--- src/rtl/mem_port_arbiter.sv ---
// mem_port_arbiter: round-robin sharing of one memory read/write port between two requesters,
// with bounded burst locking and per-requester read-data return through the memory pipeline.
module mem_port_arbiter #(
  parameter int LATENCY   = 2,
  parameter int MAX_BURST = 8
) (
  input  logic        clk,
  input  logic        rst,
  input  logic        r0_req,
  input  logic [3:0]  r0_wen,
  input  logic [31:0] r0_addr,
  input  logic [31:0] r0_wdata,
  input  logic        r0_lock,
  output logic        r0_gnt,
  output logic        r0_rvalid,
  output logic [31:0] r0_rdata,
  input  logic        r1_req,
  input  logic [3:0]  r1_wen,
  input  logic [31:0] r1_addr,
  input  logic [31:0] r1_wdata,
  input  logic        r1_lock,
  output logic        r1_gnt,
  output logic        r1_rvalid,
  output logic [31:0] r1_rdata,
  output logic [31:0] mem_raddr,
  output logic [3:0]  mem_wen,
  output logic [31:0] mem_waddr,
  output logic [31:0] mem_wdata,
  input  logic [31:0] mem_rdata
);
  localparam int CW = $clog2(MAX_BURST + 1);
  logic             r_last, r_locked, r_owner;
  logic [CW-1:0]    r_burst_cnt;
  logic [LATENCY-1:0] r_pv, r_pid;
  logic             w_g0, w_g1, w_any, w_id, w_lock, w_rd, w_hold;
  logic [3:0]       w_wen;
  always_comb begin
    w_g0   = !rst && r0_req && (r_locked ? !r_owner : (!r1_req || r_last));
    w_g1   = !rst && r1_req && (r_locked ? r_owner : (!r0_req || !r_last));
    w_any  = w_g0 || w_g1;
    w_id   = w_g1;
    w_wen  = w_id ? r1_wen : r0_wen;
    w_lock = w_id ? r1_lock : r0_lock;
    w_rd   = w_any && (w_wen == 4'd0);
    w_hold = w_any && w_lock && (32'(r_burst_cnt) + 1 < MAX_BURST);
  end
  assign r0_gnt    = w_g0;
  assign r1_gnt    = w_g1;
  assign mem_raddr = w_id ? r1_addr : r0_addr;
  assign mem_waddr = mem_raddr;
  assign mem_wdata = w_id ? r1_wdata : r0_wdata;
  assign mem_wen   = w_any ? w_wen : 4'd0;
  // The oldest pipeline stage lines up with the memory's rdata for the read it tracks.
  assign r0_rvalid = r_pv[LATENCY-1] && !r_pid[LATENCY-1];
  assign r1_rvalid = r_pv[LATENCY-1] && r_pid[LATENCY-1];
  assign r0_rdata  = mem_rdata;
  assign r1_rdata  = mem_rdata;
  always_ff @(posedge clk) begin
    if (rst) begin
      r_last      <= 1'b1;
      r_locked    <= 1'b0;
      r_owner     <= 1'b0;
      r_burst_cnt <= '0;
      r_pv        <= '0;
      r_pid       <= '0;
    end else begin
      if (w_any) r_last <= w_id;
      if (w_hold) r_owner <= w_id;
      r_locked    <= w_hold;
      r_burst_cnt <= w_hold ? r_burst_cnt + 1'b1 : '0;
      r_pv        <= (r_pv << 1) | LATENCY'(w_rd);
      r_pid       <= (r_pid << 1) | LATENCY'(w_id);
    end
  end
endmodule

--- config.mk ---
export PLATFORM = sky130hd
export DESIGN_NAME = mem_port_arbiter
export DESIGN_NICKNAME = d
export VERILOG_FILES = /design/src/rtl/mem_port_arbiter.sv
export SDC_FILE = /design/constraint.sdc
export NUM_CORES = 1
export LEC_CHECK = 0
export BUFFER_PORTS_ARGS = -buffer_cell sky130_fd_sc_hd__buf_2
export CORE_AREA = 2 2 131 133
export CTS_CLUSTER_DIAMETER = 50
export DETAILED_ROUTE_END_ITERATION = 12
export DIE_AREA = 0 0 133 135
export HOLD_SLACK_MARGIN = 0.12
export PLACE_DENSITY = 0.53
export SETUP_SLACK_MARGIN = 0.15
export SLEW_MARGIN = 5
export SYNTH_ARGS = -nofsm -noshare
export SYNTH_HDL_FRONTEND = slang
export SYNTH_SLANG_ARGS = --single-unit
--- constraint.sdc ---
create_clock -name clk -period 4 [get_ports clk]
set_input_delay 0 -clock clk [delete_from_list [all_inputs] [get_ports clk]]
set_output_delay 0 -clock clk [all_outputs]
set_load 0.03 [all_outputs]
======== Word-level counts from Yosys, hierarchy flattened ========
Cells that the tools add are included.
cells by class
  add/subtract/negate cells ............... 2
  magnitude comparators ................... 1
  mux-type cells .......................... 7
  bitwise logic cells ..................... 3
  reductions and logical operators ........ 20
operator list
  cell                 count
  $mux 32              2
  $logic_and 1x1->1    9
  $mux 4               2
  $logic_not 1->1      6
  $add 4x1->5 const B  1
  $lt 5x4->1 const B   1
  $add 4x1->4 const B  1
  $logic_not 4->1      1
  $or 2x1->2           2
  $logic_or 1x1->1     3
  $mux 1               3
  $reduce_or 2->1      1
  $not 1->1            1
word-level totals
  register bits ........................... 11
  bits of input ports ..................... 174
  output and inout bits ................... 168
  logic and storage cells ................. 39

======== Depth between registers and ports, before layout ========
Gate-level depths: netlist of the first run.
  word-level depth ........................ 9
  gate-level depth with buffers ........... 7
  mapped depth without buffers ............ 5

======== Worst setup path after synthesis of the first run ========
OpenSTA, ideal clock, no wires.
  path type ............................... reg2out
  start point ............................. reg r_owner
  end point ............................... out mem_wen[0]
  data arrival time ....................... 1513 ps
  data required time ...................... 4000 ps
  slack ................................... 2487 ps
  stages on the path, launching flop included .. 6
  buffers on the path ..................... 1
  cells stage by stage .................... dfxtp_1 -> nand2b_1 -> nand3_2 -> buf_1 -> nand2_1 -> a21oi_1
on the way
  longest elaborated chain between the ends .. 5
  elaborated cells on any way between the ends .. 8
  those cells by class .................... 4 x mux; 4 x reduce/logical
RTL lines
  element                 RTL line  text
  start, declared         32        logic r_last, r_locked, r_owner;
  start signal, assigned  68        if (w_hold) r_owner <= w_id;
  $logic_not 1->1         38        w_g0 = !rst && r0_req && (r_locked ? !r_owner : (!r1_req || r_last));
  $mux 1                  38
  $logic_and 1x1->1       38
  $logic_or 1x1->1        40        w_any = w_g0 || w_g1;
  $mux 4 *                52        assign mem_wen = w_any ? w_wen : 4'd0;
  end, declared           26        output logic [3:0] mem_wen,
Mark *: on every way between the ends. The rest lies on a longest branch, timed or not.

======== Worst setup path in the final report of the first run ========
  start point ............................. in rst
  end point ............................... out mem_waddr[17]
on the way
  longest elaborated chain between the ends .. 4
RTL lines
  element                         RTL line  text
  start, declared                 8         input logic rst,
  $logic_not 1->1                 39        w_g1 = !rst && r1_req && (r_locked ? r_owner : (!r0_req || !r_last));
  $logic_and 1x1->1 (2 in a row)  39
  $mux 32                         49        assign mem_raddr = w_id ? r1_addr : r0_addr;
  end, declared                   27        output logic [31:0] mem_waddr,
Every way passes these cells.

==> results of run 1 <==
==> cell families after synthesis <==
family          Yosys count
fa+ha+maj                 1
buf+inv                 114
flops                    11
other cells               1
compound gates           16
simple gates            223
xor+xnor                  1
==> Yosys cell counts, drive strengths merged, types with 2 or more instances <==
cell type,number
or2,2
clkbuf,6
buf,104
and2,3
inv,4
dfxtp,11
nand2b,3
nor2b,6
a21oi,7
nand2,203
nor4,2
==> worst max-delay path: cells and delay by family <==
kind	cells	cell delay, ns
simple gates	4	0.50
buf+inv	5	1.86
==> state kept, by name (all words and copies together) (netlist names) <==
| register | count |
|---|---|
| r_owner | 1 |
| r_pid | 2 |
| r_locked | 1 |
| r_burst_cnt | 4 |
| r_pv | 2 |
| r_last | 1 |
==> power breakdown <==
group / total, mW / switching, mW / leakage [nW] / internal, mW
logic: 0.576 / 0.405 / 1.86 / 0.171
registers: 0.118 / 0.00337 / 0.0899 / 0.114
clock network: 0.182 / 0.0480 / 0.0382 / 0.134
total: 0.876 / 0.456 / 1.99 / 0.419
==> worst min-delay path by stage <==
stage / from / endpoint / slack (ns)
2_1_floorplan: rst / r_owner$_SDFFE_PP0P_ / 0.07
3_3_place_gp: mem_rdata[18] / r0_rdata[18] / 0.0003
3_5_place_dp: mem_rdata[18] / r0_rdata[18] / 0.0003
4_1_cts: r0_req / r_last$_SDFFE_PP1P_ / 0.19
5_1_grt: r0_req / r_last$_SDFFE_PP1P_ / 0.26
6_report: r0_req / r_last$_SDFFE_PP1P_ / 0.20
==> cell type report <==
| type | instances | area, um^2 |
|---|---|---|
| Inverter | 4 | 15.0 |
| Timing Repair Buffer | 285 | 1620 |
| Tap cell | 220 | 275 |
| Sequential cell | 11 | 220 |
| Fill cell | 1843 | 13100 |
| Clock buffer | 4 | 78.8 |
| Multi-Input combinational cell | 242 | 1060 |
==> stage by stage <==
step / cell area (um^2) / power [mW] / worst slack [ns] / std cells
after floorplan: 2080 / 0.572 / 2.49 / 367
after global placement: 2820 / 0.593 / 1.94 / 724
after detailed placement: 2820 / 0.592 / 1.86 / 724
after CTS: 3270 / 0.884 / 1.55 / 766
after global routing: 3270 / 0.926 / 1.36 / 766
final: 3270 / 0.876 / 1.60 / 766
==> metal layers <==
layer,up-vias,GRT usage [%],share of wire [%]
li1,1382,-,-
met1,1123,9.85,38
met2,184,17.5,52
met3,8,1.28,8.6
met4,0,2.21,1.3
met5,-,0,0
==> out/summary.txt, run 1 <==
Lkg Pwr -> 1.99 nW
Number of flops mapped to enable cells by yosys -> 0
Proportion of synthesized area in mux cells -> 0%
Cts repair resizes -> 0
RSZ-0062 raised after global routing -> false
Worst VDD drop -> 0.103 mV
DRC -> 0
Mean Syn Cell Area -> 5.67 um^2
Clk_lat worst skew -> 0.24 ns
Post-synth top area cell -> nand2_1
Vias -> 2697
Pins Over Slew Limit -> 0
Clk root buf -> clkbuf_16
Share of cells above drive strength 1 -> 47.3%
Cell Area, Synth -> 2080 um^2
Starting density of the core -> 12.7%
Top post-synthesis cells by area -> nand2_1 37%, buf_4 35%, dfxtp_1 11%
Total track usage -> 8.85%
Core Footprint -> 16400 um^2
Share of the synthesized area in the top cell type -> 36.6%
Primary FF master, synth -> dfxtp_1
First-pass GRT wire length -> 12.8 mm
Main combinational cell family by area after synthesis -> simple AND/OR/NAND/NOR gates
Clock Sinks -> 11
Die area -> 18000 um^2
Placer Congestion -> 0.707
Fin. Hold Viols -> 0
Simple-gate area share of the yosys netlist -> 44.0%
Routed vias/inst -> 3.52
Final min period -> 2.40 ns
Outcome -> complete, no violations
Port-buffer cells -> 245
Crit. End Element -> output port
Std cell rows -> 47
Number of global-route vias before repair -> 2603
Synth Instances -> 367
Max stage delay cell, worst path -> dlygate4sd3_1
Clock transition at path regs -> 0.04 ns
Sequential element share of the synthesized area -> 10.6%
CTS max path bufs -> 2
Commonest non-fill, non-tap cell in the layout -> buf_2
Cells on Worst Hold Path -> 4
Commonest non-fill, non-tap cells in the layout -> 245 x buf_2, 203 x nand2_1, 38 x dlygate4sd3_1
Startpoint types -> input pin
Worst Reg-to-Reg Cells -> 6
Wirelength per Cell -> 11.3 um
Reg2Reg Setup Slack -> 1.92 ns
Finished Core Util -> 20.0%
CP Launch Point -> rst
Post-layout net count -> 722
Critical path class -> in -> out
N_diodes -> 0
Slowest stage delay, CP -> 0.54 ns
Largest net degree at the start of global routing -> 71
TritonCTS Buffers -> 3
CP Cell Sequence -> dlygate4sd3_1 -> buf_2 -> nor2b_4 -> nand3_2 -> inv_2 -> buf_4 -> nand2_1 -> nand2_1 -> buf_2
Setup TNS -> 0 ns
Clock Skew -> 0.00210 ns
Worst Path Max Fanout -> 38
Ys Warns -> 0
CP required -> 4.00 ns
Post-CTS setup buffer count -> 0
Min-Delay Path Class -> in -> reg
XOR/XNOR Fraction of Synth Area -> 0.421%
Starting DRT DRC Count -> 102
Worst Hold Slack -> 0.199 ns
Die X -> 133 um
Detail Route Antenna Nets -> 0
Mapped Nets -> 542
Fmax -> 417 MHz
WP data arrival -> 2.40 ns
Yosys reg bits -> 11
Slew headroom -> 51.4%
Vert. Die Dim -> 135 um
Reg-to-Reg End -> r_pv[0]$_SDFF_PP0_
I/O pin total -> 342
First-pass detailed-route iteration total -> 4
Crit Reg-Reg Startpoint -> r_owner$_SDFFE_PP0P_
Area growth syn-to-layout -> 57.4%
# hold bufs at CTS -> 38
Pwr dens -> 267 nW/um^2
Setup-failing EPs final -> 0
Final period utilization -> 59.9%
Maxcap violations -> 0
Initial antenna violation count -> 0
Synth Area in Adders -> 0.601%
Share of synthesized registers carrying an async set or reset -> 0%
Global route overflow -> 0
H-Tree Level Count -> 1
Compound-Gate Fraction of Synth Area -> 5.89%
TritonCTS clock tree -> done
Post-DP HPWL -> 6.62 mm
DRT Wirelength -> 8.68 mm
Yosys cell types -> 31
CP endpoint -> mem_waddr[17]
Least-Margin Pin Slew -> 0.729 ns
Note: power is estimated with default switching activity, not from simulation.
==> inputs of run 2 (changes only) <==
- PLACE_DENSITY: 0.53 -> 0.54
- clock period: 4 -> 1.99 ns (I/O delays scaled with it)
==> run 2 against run 1 <==
Register-to-register slack worse by 1.4 ns. Clock skew is 0.0024 ns higher. Via count is 1.7% higher. First-iteration DRC count is 25% lower. Largest cell class unchanged.
==> out/summary.txt, run 2 (synthesized netlist as in run 1, its figures left out) <==
N_diodes -> 0 (unchanged)
TritonCTS clock tree -> done
Starting DRT DRC Count -> 77 (-25%)
Critical path class -> in -> out
Placement Setup Slack -> 0.485 ns (-1.38 ns)
Fmax -> 574 MHz
WP data arrival -> 1.74 ns (-0.66 ns)
Reg2Reg Setup Slack -> 0.51 ns (-1.41 ns)
Finished Core Util -> 20.5% (+0.58 points)
Largest Register -> r_burst_cnt
Setup-failing EPs final -> 0 (unchanged)
Initial antenna violation count -> 0 (unchanged)
Min-Delay Path Class -> in -> reg
Commonest non-fill, non-tap cells in the layout -> 240 x buf_2, 203 x nand2_1, 39 x dlygate4sd3_1
Worst Path Max Fanout -> 21 (-45%)
Area growth syn-to-layout -> 61.9%
Global route overflow -> 0 (unchanged)
Routed vias/inst -> 3.56 (+1.1%)
Post-DP HPWL -> 6.90 mm (+4.3%)
Vert. Die Dim -> 135 um (unchanged)
Setup TNS -> 0 ns (unchanged)
Largest regs -> r_burst_cnt: 4 flops, r_pid: 2 flops, r_pv: 2 flops
Wirelength per Cell -> 11.6 um (+2.0%)
Std cell rows -> 47 (unchanged)
DRT Wirelength -> 8.91 mm (+2.6%)
Fin. Hold Viols -> 0 (unchanged)
Starting density of the core -> 12.7% (unchanged)
Worst VDD drop -> 0.207 mV (+100%)
Clock transition at path regs -> 0.04 ns (about the same)
I/O pin total -> 342 (unchanged)
TritonCTS Buffers -> 3 (unchanged)
Commonest non-fill, non-tap cell in the layout -> buf_2
H-Tree Level Count -> 1 (unchanged)
Port-buffer cells -> 245 (unchanged)
Fin worst setup slack -> 0.247 ns (-1.36 ns)
Pins Over Slew Limit -> 0 (unchanged)
Slew headroom -> 56.9% (+5.4 points)
Outcome -> complete, no violations
Fill count -> 1835 (-0.43%)
First-pass detailed-route iteration total -> 4 (unchanged)
Final min period -> 1.74 ns
Total track usage -> 8.48% (-0.37 points)
First-pass GRT wire length -> 12.4 mm (-3.0%)
Post-CTS setup buffer count -> 0 (unchanged)
Maxcap violations -> 0 (unchanged)
Core Footprint -> 16400 um^2 (unchanged)
Pwr dens -> 528 nW/um^2 (+98%)
Largest net degree at the start of global routing -> 42 (-41%)
Reg area -> 220 um^2 (unchanged)
Lkg Pwr -> 2.03 nW (+1.9%)
Detail Route Antenna Nets -> 0 (unchanged)
Vias -> 2742 (+1.7%)
Clock Sinks -> 11 (unchanged)
Placer Congestion -> 0.767 (+8.4%)
Worst Hold Slack -> 0.218 ns (+0.0189 ns)
Least-Margin Pin Slew -> 0.645 ns (-0.0836 ns)
Final period utilization -> 87.6%
CTS max path bufs -> 2 (unchanged)
Startpoint types -> input pin
Clk root buf -> clkbuf_16
RSZ-0062 raised after global routing -> false
Area occupied by multi-input gates -> 1060 um^2 (unchanged)
DRC -> 0 (unchanged)
Clock Skew -> 0.00445 ns (+0.00236 ns)
Max reg flops -> 4 (unchanged)
Number of global-route vias before repair -> 2532 (-2.7%)
Crit. End Element -> output port
Share of cells above drive strength 1 -> 47.6% (+0.38 points)
Die X -> 133 um (unchanged)
Die area -> 18000 um^2 (unchanged)
CP required -> 1.99 ns (-2.01 ns)
Area after DPL -> 2840 um^2 (+0.98%)
Post-layout net count -> 726 (+0.55%)
Clk_lat worst skew -> 0.23 ns (about the same)
Design area -> 3370 um^2 (+2.9%)
## run 2: cell count changes in the layout (fill, tap and decap cells not counted), sizes merged
| cell | change |
|---|---|
| buf | +2 |
| clkinv | +1 |
| dlygate4sd3 | +1 |
## run 2: area by class of cell
cell class              count  area share [%]
clock buffers               3            2.23
clock inverters             1           0.149
inverters                   4           0.520
multi-input cells         242            31.6
flip-flops and latches     11            6.54
well taps                 220            8.17
repair buffers            289            50.8
## run 2: layer usage
layer | GRT usage, % | part of all wire (%) | wire, um | vias up
li1 | - | - | - | 1388
met1 | 9.58 | 39 | 3430 | 1141
met2 | 16.1 | 51 | 4580 | 201
met3 | 1.16 | 7.8 | 699 | 12
met4 | 3.11 | 2.2 | 195 | 0
met5 | 0 | 0 | 0 | -
## run 2: final timing paths
kind | end | cells past startpoint | startpoint
max reg2reg | r_owner$_SDFFE_PP0P_ | 5 | r_burst_cnt[0]$_SDFF_PP0_
min | r_last$_SDFFE_PP1P_ | 4 | r0_req
min reg2reg | r_pid[1]$_SDFF_PP0_ | 1 | r_pid[0]$_SDFF_PP0_
max | mem_wen[0] | 9 | rst
## run 2: per-stage QoR
| step | std cells | power, mW |
|---|---|---|
| final | 770 | 1.78 |
| after global routing | 770 | 1.88 |
| after detailed placement | 726 | 1.19 |
| after floorplan | 367 | 1.15 |
| after CTS | 769 | 1.77 |
| after global placement | 726 | 1.19 |
## run 2: what timing repair did
action | 4_1_cts | 5_1_grt
endpoints found under the hold margin | 70 | 0
setup endpoints to repair | 0 | 39
hold buffers | 39 | 0
gates resized for setup | 0 | 15
## run 2: worst max-delay path: stages
cell and delay (ns):
dlygate4sd3_1 0.53, buf_2 0.17, nor2b_4 0.16, nand3_2 0.15
inv_4 0.14, buf_12 0.17, nand2_1 0.06, a21oi_1 0.17
buf_4 0.19
## run 2: report_power, final
group / internal (mW) / switching (mW)
clock network: 0.265 / 0.0920
registers: 0.230 / 0.00659
logic: 0.367 / 0.820
total: 0.862 / 0.919
==> inputs of run 3 (changes only) <==
==> constraint.sdc (replaced) <==
create_clock -name clk -period 1.99 [get_ports clk]
set_input_delay 0.398 -clock clk [delete_from_list [all_inputs] [get_ports clk]]
set_output_delay 0.398 -clock clk [all_outputs]
set_load 0.03 [all_outputs]
==> run 3 against run 2 <==
Clock skew down 0.0041 ns. Setup slack got worse by 0.22 ns. Core utilization up 6.0 points. Critical endpoint is now mem_wen[2]. Largest cell class unchanged. Highest routed layer unchanged.
==> out/summary.txt, run 3 (synthesized netlist as in run 1, its figures left out) <==
First-pass detailed-route iteration total -> 4 (unchanged)
Share of cells above drive strength 1 -> 72.5% (+25 points)
Initial antenna violation count -> 0 (unchanged)
Commonest non-fill, non-tap cell in the layout -> buf_2
# hold bufs at CTS -> 0 (-100%)
Post-DP HPWL -> 6.36 mm (-7.8%)
Placement Setup Slack -> 0.0176 ns (-0.467 ns)
Worst VDD drop -> 0.245 mV (+18%)
Global route overflow -> 0 (unchanged)
Area growth syn-to-layout -> 110%
CP required -> 1.59 ns (-0.40 ns)
Pins Over Slew Limit -> 0 (unchanged)
Worst Reg-to-Reg Cells -> 6 (+1)
Vias -> 2820 (+2.8%)
Area occupied by multi-input gates -> 1570 um^2 (+47%)
Commonest non-fill, non-tap cells in the layout -> 145 x buf_2, 107 x nand2_1, 80 x buf_6
Clk root buf -> clkbuf_16
Largest Register -> r_burst_cnt
Max reg flops -> 4 (unchanged)
Pwr dens -> 466 nW/um^2 (-12%)
Comb power frac -> 70.4% (+3.7 points)
H-Tree Level Count -> 1 (unchanged)
Net Sw Frac -> 44.7% (-6.9 points)
Routed vias/inst -> 3.74 (+4.9%)
Final period utilization -> 98.8% (+11 points)
Max stage delay cell, worst path -> dfxtp_4
Largest net degree at the start of global routing -> 24 (-43%)
Clock Sinks -> 11 (unchanged)
Placer Congestion -> 0.746 (-2.7%)
Detail Route Antenna Nets -> 0 (unchanged)
Seq pwr share -> 11.6% (-1.7 points)
Final min period -> 1.97 ns (+0.223 ns)
Maxcap violations -> 0 (unchanged)
Clk_lat worst skew -> 0.24 ns (about the same)
Fin worst setup slack -> 0.0234 ns (-0.223 ns)
Design area -> 4360 um^2 (+29%)
Die X -> 133 um (unchanged)
Outcome -> complete, no violations
Crit. End Element -> output port
Starting DRT DRC Count -> 64 (-17%)
Lkg Pwr -> 2.38 nW (+17%)
DRC -> 0 (unchanged)
DRT Wirelength -> 9.73 mm (+9.3%)
Pint -> 1.12 mW (+30%)
Clock network power share -> 18.0% (-2.1 points)
Die area -> 18000 um^2 (unchanged)
CTS max path bufs -> 2 (unchanged)
Slowest stage delay, CP -> 0.36 ns (-0.17 ns)
Worst Hold Slack -> 0.430 ns (+0.212 ns)
Reg area -> 225 um^2 (+2.3%)
Area after DPL -> 3040 um^2 (+7.0%)
P_sw -> 0.910 mW (-0.99%)
Post-layout net count -> 711 (-2.1%)
TritonCTS Buffers -> 3 (unchanged)
Largest regs -> r_burst_cnt: 4 flops, r_pid: 2 flops, r_pv: 2 flops
Min-Delay Path Class -> reg -> reg
Fill count -> 1745 (-4.9%)
Critical path class -> reg -> out
Total track usage -> 9.19% (+0.71 points)
Cells on Worst Hold Path -> 1 (-3)
Worst Path Max Fanout -> 10 (-52%)
Vert. Die Dim -> 135 um (unchanged)
Core Footprint -> 16400 um^2 (unchanged)
Fin. Hold Viols -> 0 (unchanged)
Port-buffer cells -> 245 (unchanged)
Starting density of the core -> 12.7% (unchanged)
WP data arrival -> 1.57 ns (-0.17 ns)
CP Cell Sequence -> nand3b_4 -> nand3_4 -> clkinv_8 -> buf_12 -> nand2_1 -> a21oi_2 -> buf_6
TritonCTS clock tree -> done
Clock transition at path regs -> 0.04 ns (about the same)
Clock Skew -> 0.000395 ns (-0.00406 ns)
Std cell rows -> 47 (unchanged)
First-pass GRT wire length -> 13.1 mm (+5.7%)
Number of global-route vias before repair -> 2670 (+5.5%)
Finished Core Util -> 26.6% (+6.0 points)
Fmax -> 508 MHz (-11%)
I/O pin total -> 342 (unchanged)
Wirelength per Cell -> 12.9 um (+11%)
RSZ-0062 raised after global routing -> true
Setup-failing EPs final -> 0 (unchanged)
N_diodes -> 0 (unchanged)
Startpoint types -> flip-flop
## run 3: stage by stage
| stage | setup TNS, ns | std cells | total power [mW] |
|---|---|---|---|
| final | 0 | 755 | 2.03 |
| after global routing | -0.167 | 755 | 2.13 |
| after CTS | 0 | 751 | 1.91 |
| after detailed placement | 0 | 734 | 1.24 |
| after global placement | 0 | 734 | 1.24 |
| after floorplan | 0 | 367 | 1.18 |
## run 3: final timing paths
path | startpoint | endpoint | slack, ns
setup / recovery | r_locked$_SDFF_PP0_ | mem_wen[2] | 0.02
hold / removal | r_pid[0]$_SDFF_PP0_ | r_pid[1]$_SDFF_PP0_ | 0.43
setup reg to reg | r_locked$_SDFF_PP0_ | r_burst_cnt[2]$_SDFF_PP0_ | 0.37
hold reg to reg | r_pid[0]$_SDFF_PP0_ | r_pid[1]$_SDFF_PP0_ | 0.43
## run 3: repair_timing
action | 4_1_cts | 5_1_grt
gates cloned | 5 | 1
pin swaps | 21 | 11
gates resized for setup | 199 | 108
setup endpoints to repair | 101 | 101
setup buffers | 8 | 3
## run 3: power groups by stage
stage / Sequential [mW] / Combinational (mW) / Clock [mW]
2_1_floorplan: 0.239 / 0.939 / 0
3_3_place_gp: 0.240 / 1.00 / 0
3_5_place_dp: 0.240 / 1.00 / 0
4_1_cts: 0.236 / 1.30 / 0.370
5_1_grt: 0.237 / 1.51 / 0.386
6_report: 0.236 / 1.43 / 0.366
## run 3: critical path, delay by kind of cell, from the launching register on
family,cells,cell delay [ns]
buffers and inverters,3,0.42
AO/OA/AOI/OAI,1,0.17
flip-flops,1,0.36
AND/OR/NAND/NOR,3,0.38
## run 3: layout make-up
cell class | instances | share of cell area (%)
clock buffers | 4 | 1.81
inverters | 4 | 0.631
multi-input cells | 242 | 35.9
flip-flops and latches | 11 | 5.16
well taps | 220 | 6.31
repair buffers | 274 | 50.2
## run 3: metal layers
| layer | vias to the layer above | share of wire (%) | global-route usage (%) |
|---|---|---|---|
| met5 | - | 0 | 0 |
| met4 | 0 | 2.3 | 2.81 |
| met3 | 29 | 8.3 | 2.33 |
| met2 | 162 | 55 | 18.2 |
| met1 | 1257 | 35 | 9.39 |
| li1 | 1372 | - | - |
